**src/rtl/rv32_pkg.sv**
```systemverilog
// Shared RV32 definitions: opcodes, shift funct3 codes and the ID->EX pipeline payload.
package rv32_pkg;
  localparam int XLEN   = 32;
  localparam int REG_AW = 5;

  localparam logic [6:0] OPC_OP     = 7'b0110011;
  localparam logic [6:0] OPC_OP_IMM = 7'b0010011;
  localparam logic [6:0] OPC_LOAD   = 7'b0000011;
  localparam logic [6:0] OPC_STORE  = 7'b0100011;
  localparam logic [6:0] OPC_BRANCH = 7'b1100011;
  localparam logic [6:0] OPC_LUI    = 7'b0110111;
  localparam logic [6:0] OPC_AUIPC  = 7'b0010111;
  localparam logic [6:0] OPC_JAL    = 7'b1101111;
  localparam logic [6:0] OPC_JALR   = 7'b1100111;

  localparam logic [2:0] F3_SLL = 3'b001;
  localparam logic [2:0] F3_SR  = 3'b101;

  typedef struct packed {
    logic              valid;
    logic [31:0]       instr;
    logic [XLEN-1:0]   pc;
    logic [XLEN-1:0]   rs1;
    logic [XLEN-1:0]   rs2;
    logic [REG_AW-1:0] rd;
    logic              wr_en;
    logic              is_load;
    logic              shift_en;
    logic              shift_logical;
    logic              shift_direction;
    logic              shift_immediate;
  } id_ex_t;
endpackage

```
**src/rtl/rv32_fwd_mux.sv**
```systemverilog
// Per-source operand select: EX/MEM result beats MEM/WB result beats the register file.
module rv32_fwd_mux #(
  parameter int XLEN   = 32,
  parameter int REG_AW = 5
) (
  input  logic [REG_AW-1:0] rs_addr,
  input  logic [XLEN-1:0]   rf_data,
  input  logic              exm_wr_en,
  input  logic [REG_AW-1:0] exm_rd,
  input  logic [XLEN-1:0]   exm_data,
  input  logic              mwb_wr_en,
  input  logic [REG_AW-1:0] mwb_rd,
  input  logic [XLEN-1:0]   mwb_data,
  output logic [XLEN-1:0]   rs_data
);
  logic rs_nz;

  always_comb begin
    rs_nz   = (rs_addr != '0);
    rs_data = rf_data;
    if (rs_nz && exm_wr_en && (exm_rd == rs_addr))      rs_data = exm_data;
    else if (rs_nz && mwb_wr_en && (mwb_rd == rs_addr)) rs_data = mwb_data;
  end
endmodule

```
**src/rtl/rv32_id_ex_stage.sv**
```systemverilog
// ID->EX pipeline register with operand forwarding, load-use stall and registered shifter controls.
module rv32_id_ex_stage
  import rv32_pkg::*;
#(
  parameter int XLEN   = rv32_pkg::XLEN,
  parameter int REG_AW = rv32_pkg::REG_AW
) (
  input  logic              clk,
  input  logic              rst,
  input  logic              flush,
  input  logic              id_valid,
  output logic              id_ready,
  input  logic [31:0]       id_instr,
  input  logic [XLEN-1:0]   id_pc,
  input  logic [XLEN-1:0]   id_rs1_data,
  input  logic [XLEN-1:0]   id_rs2_data,
  input  logic              exm_wr_en,
  input  logic [REG_AW-1:0] exm_rd,
  input  logic [XLEN-1:0]   exm_data,
  input  logic              mwb_wr_en,
  input  logic [REG_AW-1:0] mwb_rd,
  input  logic [XLEN-1:0]   mwb_data,
  input  logic              ex_ready,
  output logic              ex_valid,
  output logic [31:0]       ex_code_bus,
  output logic [XLEN-1:0]   ex_pc,
  output logic [XLEN-1:0]   ex_rs1,
  output logic [XLEN-1:0]   ex_rs2,
  output logic [REG_AW-1:0] ex_rd,
  output logic              ex_wr_en,
  output logic              ex_is_load,
  output logic              ex_shift_en,
  output logic              ex_shift_logical,
  output logic              ex_shift_direction,
  output logic              ex_shift_immediate
);
  logic [6:0]        opc;
  logic [2:0]        f3;
  logic [REG_AW-1:0] rs1_a, rs2_a, rd_a;
  logic [XLEN-1:0]   rs1_fwd, rs2_fwd;
  logic              rs1_used, rs2_used, hazard, accept, shift_ok;
  id_ex_t            id_pkt, ex_d, ex_q;

  assign opc   = id_instr[6:0];
  assign f3    = id_instr[14:12];
  assign rd_a  = id_instr[11:7];
  assign rs1_a = id_instr[19:15];
  assign rs2_a = id_instr[24:20];

  rv32_fwd_mux #(.XLEN(XLEN), .REG_AW(REG_AW)) u_fwd_rs1 (
    .rs_addr(rs1_a), .rf_data(id_rs1_data),
    .exm_wr_en(exm_wr_en), .exm_rd(exm_rd), .exm_data(exm_data),
    .mwb_wr_en(mwb_wr_en), .mwb_rd(mwb_rd), .mwb_data(mwb_data),
    .rs_data(rs1_fwd)
  );

  rv32_fwd_mux #(.XLEN(XLEN), .REG_AW(REG_AW)) u_fwd_rs2 (
    .rs_addr(rs2_a), .rf_data(id_rs2_data),
    .exm_wr_en(exm_wr_en), .exm_rd(exm_rd), .exm_data(exm_data),
    .mwb_wr_en(mwb_wr_en), .mwb_rd(mwb_rd), .mwb_data(mwb_data),
    .rs_data(rs2_fwd)
  );

  // A stall only matters for sources the instruction format actually reads.
  always_comb begin
    rs1_used = !(opc inside {OPC_LUI, OPC_AUIPC, OPC_JAL});
    rs2_used = opc inside {OPC_OP, OPC_STORE, OPC_BRANCH};
    hazard   = ex_q.valid && ex_q.is_load && ex_q.wr_en && (ex_q.rd != '0) &&
               ((rs1_used && (ex_q.rd == rs1_a)) || (rs2_used && (ex_q.rd == rs2_a)));
  end

  assign id_ready = ex_ready && !hazard && !flush;
  assign accept   = id_valid && id_ready;

  always_comb begin
    id_pkt         = '0;
    id_pkt.valid   = 1'b1;
    id_pkt.instr   = id_instr;
    id_pkt.pc      = id_pc;
    id_pkt.rs1     = rs1_fwd;
    id_pkt.rs2     = rs2_fwd;
    id_pkt.rd      = rd_a;
    id_pkt.wr_en   = (opc inside {OPC_OP, OPC_OP_IMM, OPC_LOAD, OPC_LUI, OPC_AUIPC, OPC_JAL, OPC_JALR}) &&
                     (rd_a != '0);
    id_pkt.is_load = (opc == OPC_LOAD);
    // SLLI with non-zero upper immediate bits is malformed; let it through as a non-shift.
    shift_ok = ((opc == OPC_OP) || ((opc == OPC_OP_IMM) && !((f3 == F3_SLL) && (id_instr[31:25] != '0)))) &&
               ((f3 == F3_SLL) || (f3 == F3_SR));
    if (shift_ok) begin
      id_pkt.shift_en        = 1'b1;
      id_pkt.shift_direction = f3[2];
      id_pkt.shift_logical   = !id_instr[30];
      id_pkt.shift_immediate = (opc == OPC_OP_IMM);
    end
  end

  // Bubbles are all-zero so no stale rd/load flag can trigger a false hazard.
  always_comb begin
    ex_d = ex_q;
    if (flush)         ex_d = '0;
    else if (ex_ready) ex_d = accept ? id_pkt : '0;
  end

  always_ff @(posedge clk) begin
    if (rst) ex_q <= '0;
    else     ex_q <= ex_d;
  end

  assign ex_valid           = ex_q.valid;
  assign ex_code_bus        = ex_q.instr;
  assign ex_pc              = ex_q.pc;
  assign ex_rs1             = ex_q.rs1;
  assign ex_rs2             = ex_q.rs2;
  assign ex_rd              = ex_q.rd;
  assign ex_wr_en           = ex_q.wr_en;
  assign ex_is_load         = ex_q.is_load;
  assign ex_shift_en        = ex_q.shift_en;
  assign ex_shift_logical   = ex_q.shift_logical;
  assign ex_shift_direction = ex_q.shift_direction;
  assign ex_shift_immediate = ex_q.shift_immediate;
endmodule

```
**config.mk**
```make
export PLATFORM = sky130hd
export DESIGN_NAME = rv32_id_ex_stage
export DESIGN_NICKNAME = d
export VERILOG_FILES = /design/src/rtl/rv32_pkg.sv /design/src/rtl/rv32_fwd_mux.sv /design/src/rtl/rv32_id_ex_stage.sv
export SDC_FILE = /design/constraint.sdc
export NUM_CORES = 1
export LEC_CHECK = 0
export CAP_MARGIN = 20
export CORE_AREA = 5 5 133 135
export CTS_BUF_LIST = sky130_fd_sc_hd__clkbuf_16
export DETAILED_ROUTE_END_ITERATION = 16
export DIE_AREA = 0 0 138 140
export PLACE_DENSITY = 0.87
export SETUP_SLACK_MARGIN = 0.05
export SLEW_MARGIN = 20
export SYNTH_ARGS = -nofsm -noshare
export SYNTH_HDL_FRONTEND = slang
export SYNTH_HIERARCHICAL = 1
export SYNTH_SLANG_ARGS = --single-unit
```
**constraint.sdc**
```tcl
create_clock -name clk -period 5.3 [get_ports clk]
set_input_delay 1.06 -clock clk [delete_from_list [all_inputs] [get_ports clk]]
set_output_delay 1.06 -clock clk [all_outputs]
set_load 0.01 [all_outputs]
```
==> flow_results.org <==
** Global routing
- Fraction of met3 tracks used by global routing :: 6.65%
- Via count of the first global-routing pass :: 7,375
- Global routing finished with a remaining overflow of 0.
- met2 is the most crowded layer.
- Overall routing resource usage :: 26.9%
- Number of antenna violations at the first check in global routing :: 1
- Largest net degree at the start of global routing :: 83
- Global routing consumed, on the met1 layer, 32.6% of the routing resources.
- The first global-routing pass estimated 41,700 um of wire.
- In the global route stage, met2 resource usage came out at 45.0%.

** STA
- Final period demand of the worst path :: 4300 ps
- Sum of negative setup slack :: 0 ps
- Setup violations remaining at the end of the flow were counted as 0.
- Transition at the pin with the smallest max-transition slack :: 1100 ps
- Across all setup checks in the final design, the least slack found is 1000 ps.
- Unrepaired setup endpoints after global routing :: false
- Share of the cycle needed by the critical path after routing :: 81.1%
- The number of hold violations in the final report came to 0.
- Worst-case headroom to the max-slew limit :: 26.6%
- The number of pins with negative max-slew slack in the final report came to 0.
- For the final database, setup skew stands at 10.6 ps.
- FMAX :: 233 MHz

** Clock tree
- In this run, post-CTS repair resized a total of 0 instances.
- Clock buffers created by TritonCTS :: 17
- The number of setup buffers added after CTS is 0.
- Bufs on Longest Clock Path :: 2
- Clock sink total :: 135
- Number of buffers added to fix hold violations after cts :: 0
- TritonCTS built the clock tree.
- Clock tree synthesis selected as its root buffer the cell sky130_fd_sc_hd__clkbuf_16.
- Number of H-tree branching levels :: 4
- Clock network latency to the later pin of the worst-skew pair :: 420 ps
- After clock tree synthesis, the clock-pin slew on the worst setup and hold paths is 60 ps.

** Yosys
- Post-synthesis share of cell area spent on xor and xnor gates :: 4.15%
- The synthesized netlist devotes 0% of its cell area to adder and majority cells.
- Synthesized-area fraction occupied by ao, oa, aoi and oai cells :: 31.8%
- Measured against the total synthesized area, the mux share comes to 0%.
- The synthesized netlist devotes 14.6% of its cell area to simple gates.
- After synthesis, the mean cell area works out to 9.18 um^2.
- Number of synthesized flops with an enable pin :: 0
- Synthesis inferred 135 register bits.
- For this run, the leading register cell type out of synthesis is sky130_fd_sc_hd__dfxtp_1.
- Sequential-to-total area share from yosys stat :: 42.7%
- Distinct cells, synth :: 41
- Summed instance area of the synthesized netlist :: 6330 um^2
- Fraction of synthesis flops using an asynchronous set or reset pin :: 0%
- After synthesis, the largest family of logic cells by area is compound AO/OA/AOI/OAI gates.
- Total of warnings raised by yosys :: 6
- When the netlist entered floorplanning its net count stood at 899.
- Post-Syn Instances :: 690

** Floorplanning
- Number of top-level pins :: 350
- The core region is 16,300 um^2.
- DIE HEIGHT :: 140 um
- The floorplan has 47 rows.
- In this run the horizontal extent of the chip is 138 um.
- The die covers 19,300 um^2.
- Effective utilization at floorplan :: 38.7%

** Power
- Power spread over the standard cell area amounts to 246 nW/um^2.
- The design draws 2.54 mW.
- Cell internal power was estimated by the tool at 1.86 mW.
- Combinational logic is responsible for 17.5% of the overall power.
- Switching Share :: 26.9%
- Across the VDD grid, the largest voltage drop is 0.225 mV.
- Switching Power :: 0.684 mW
- Of the total power, the clock network draws 41.2%.
- For this design the static power due to leakage is 3.55 nW.
- Share of power burned in registers :: 41.2%

** Run
- Number of max-cap violations :: 0

** Critical path
- STA classifies the critical path endpoint as a primary output.
- Of all nets on the critical path, the largest fanout is 7.
- The worst setup path is launched from an input pin.
- The worst setup path is of the input pin to primary output kind.
- STA puts the critical path data required time at 4240 ps.
- WP data arrival :: 3240 ps
- In this run the register-to-register setup slack is 2440 ps.

** Route
- Vias/cell :: 6.04
- In the final routed layout, each cell accounts on average for 22.6 um.
- Final WL :: 27,800 um
- Routed Antenna Nets :: 0
- Number of vias in the routed layout :: 7,408
- After the first detailed-routing iteration, the DRC count stood at 936.
- Before antenna repair, the detailed router went through 5 iterations.
- For this run, design rule violations remaining after detail routing come to 0.

** Cells and area
- Fill cells in the final layout number 1,379.
- Fin nets :: 1,203
- The area growth from synthesis to layout is 63.1%.
- Cells with a size suffix above 1 make up 5.47% of the layout.

** Placed design
- Count of buffers inserted at the top-level ports :: 349
- OpenSTA, run right after detailed placement, puts the worst setup slack at 972 ps.
- At the end of routability-driven placement, the weighted congestion stood at 0.878.
- Detailed placement finished with a half-perimeter wire length of 19,500 um.

** Run status
- Run status :: complete, no violations

** Hold path
- Type of the worst min-delay path :: flop to flop
## worst max-delay path: stages
cell and delay (ps):
sky130_fd_sc_hd__clkdlybuf4s50_1 700, sky130_fd_sc_hd__xnor2_1 180, sky130_fd_sc_hd__nand3_1 100, sky130_fd_sc_hd__or4_1 500, sky130_fd_sc_hd__nand2_1 140, sky130_fd_sc_hd__nor3b_1 70
sky130_fd_sc_hd__clkdlybuf4s50_1 490
## path summary, 6_finish.rpt
kind,startpoint,endpoint,cells past startpoint
worst min register to register,ex_pc[27],ex_pc[27],1
worst max-delay path,id_instr[15],id_ready,7
worst max register to register,ex_code_bus[8],ex_rs2[20],6
worst min-delay path,ex_pc[27],ex_pc[27],1
## metal layers
metal,vias to the layer above,part of all wire (%),wire length [um]
li1,3298,-,-
met1,3473,38,10500
met2,536,48,13300
met3,101,10,2780
met4,0,4.5,1240
met5,-,0,0
## power by group through the flow
stage                     registers (mW)  clock network (mW)  logic, mW
after floorplan                     1.08                   0      0.157
after global placement              1.07                   0      0.433
after detailed placement            1.07                   0      0.437
after CTS                           1.05                1.07      0.440
after global routing                1.05                1.11      0.467
final                               1.05                1.05      0.446
## layout by cell type, fill, tap and decap left out, types with 15 or more instances in the layout
| cell | netlist | final |
|---|---|---|
| sky130_fd_sc_hd__a22o_1 | 130 | 130 |
| sky130_fd_sc_hd__clkbuf_16 | 0 | 17 |
| sky130_fd_sc_hd__dfxtp_1 | 135 | 135 |
| sky130_fd_sc_hd__a31oi_1 | 64 | 64 |
| sky130_fd_sc_hd__xnor2_1 | 30 | 30 |
| sky130_fd_sc_hd__nand3_1 | 68 | 68 |
| sky130_fd_sc_hd__buf_4 | 11 | 15 |
| sky130_fd_sc_hd__o21ai_0 | 57 | 57 |
| sky130_fd_sc_hd__nor3_1 | 66 | 65 |
| sky130_fd_sc_hd__clkdlybuf4s50_1 | 0 | 349 |
## flip-flops by register name, indices dropped and copies added (netlist names)
| signal | cells |
|---|---|
| ex_rs2 | 32 |
| ex_shift_en | 1 |
| ex_is_load | 1 |
| ex_rs1 | 32 |
| ex_code_bus | 32 |
| ex_shift_immediate | 1 |
| ex_valid | 1 |
| ex_pc | 32 |
| ex_wr_en | 1 |
| ex_shift_logical | 1 |
| ex_shift_direction | 1 |
## synthesized netlist by cell type, types with 3 or more instances
library cell	instances	area, um^2
sky130_fd_sc_hd__a22o_1	130	1140
sky130_fd_sc_hd__or4_1	3	22.5
sky130_fd_sc_hd__buf_2	15	75.1
sky130_fd_sc_hd__xnor2_1	30	263
sky130_fd_sc_hd__nand4_1	5	31.3
sky130_fd_sc_hd__buf_4	11	82.6
sky130_fd_sc_hd__o211ai_2	4	50.1
sky130_fd_sc_hd__nor3_1	66	330
sky130_fd_sc_hd__dfxtp_1	135	2700
sky130_fd_sc_hd__nand3_1	68	340
sky130_fd_sc_hd__clkbuf_2	6	30.0
sky130_fd_sc_hd__o21ai_1	10	50.1
sky130_fd_sc_hd__nor2_1	3	11.3
sky130_fd_sc_hd__nand2_1	4	15.0
sky130_fd_sc_hd__nand4b_1	3	26.3
sky130_fd_sc_hd__o21ai_0	57	285
sky130_fd_sc_hd__a31oi_1	64	400
sky130_fd_sc_hd__buf_6	8	90.1
sky130_fd_sc_hd__clkbuf_1	39	146
## metrics by stage
step | hold WS (ps) | utilization, % | instance area [um^2] | std cells
final | 478 | 63.2 | 10300 | 1226
after CTS | 480 | 63.2 | 10300 | 1225
after global placement | 460 | 60.0 | 9810 | 1195
after global routing | 487 | 63.2 | 10300 | 1226
after floorplan | 483 | - | 6330 | 690
after detailed placement | 463 | 60.0 | 9810 | 1195
## kinds of logic after synthesis
kind of cell    Yosys count
simple gates            169
flops                   135
xor+xnor                 30
compound gates          276
buf+inv                  80
## layout make-up
type,count,area [um^2],area share (%)
Timing Repair Buffer,365,3630,35.1
Clock buffer,17,425,4.12
Clock inverter,13,86.3,0.836
Tap cell,220,275,2.67
Antenna cell,1,2.50,0.0242
Sequential cell,135,2700,26.2
Multi-Input combinational cell,475,3210,31.1
Power figures use the tool's default switching activity.
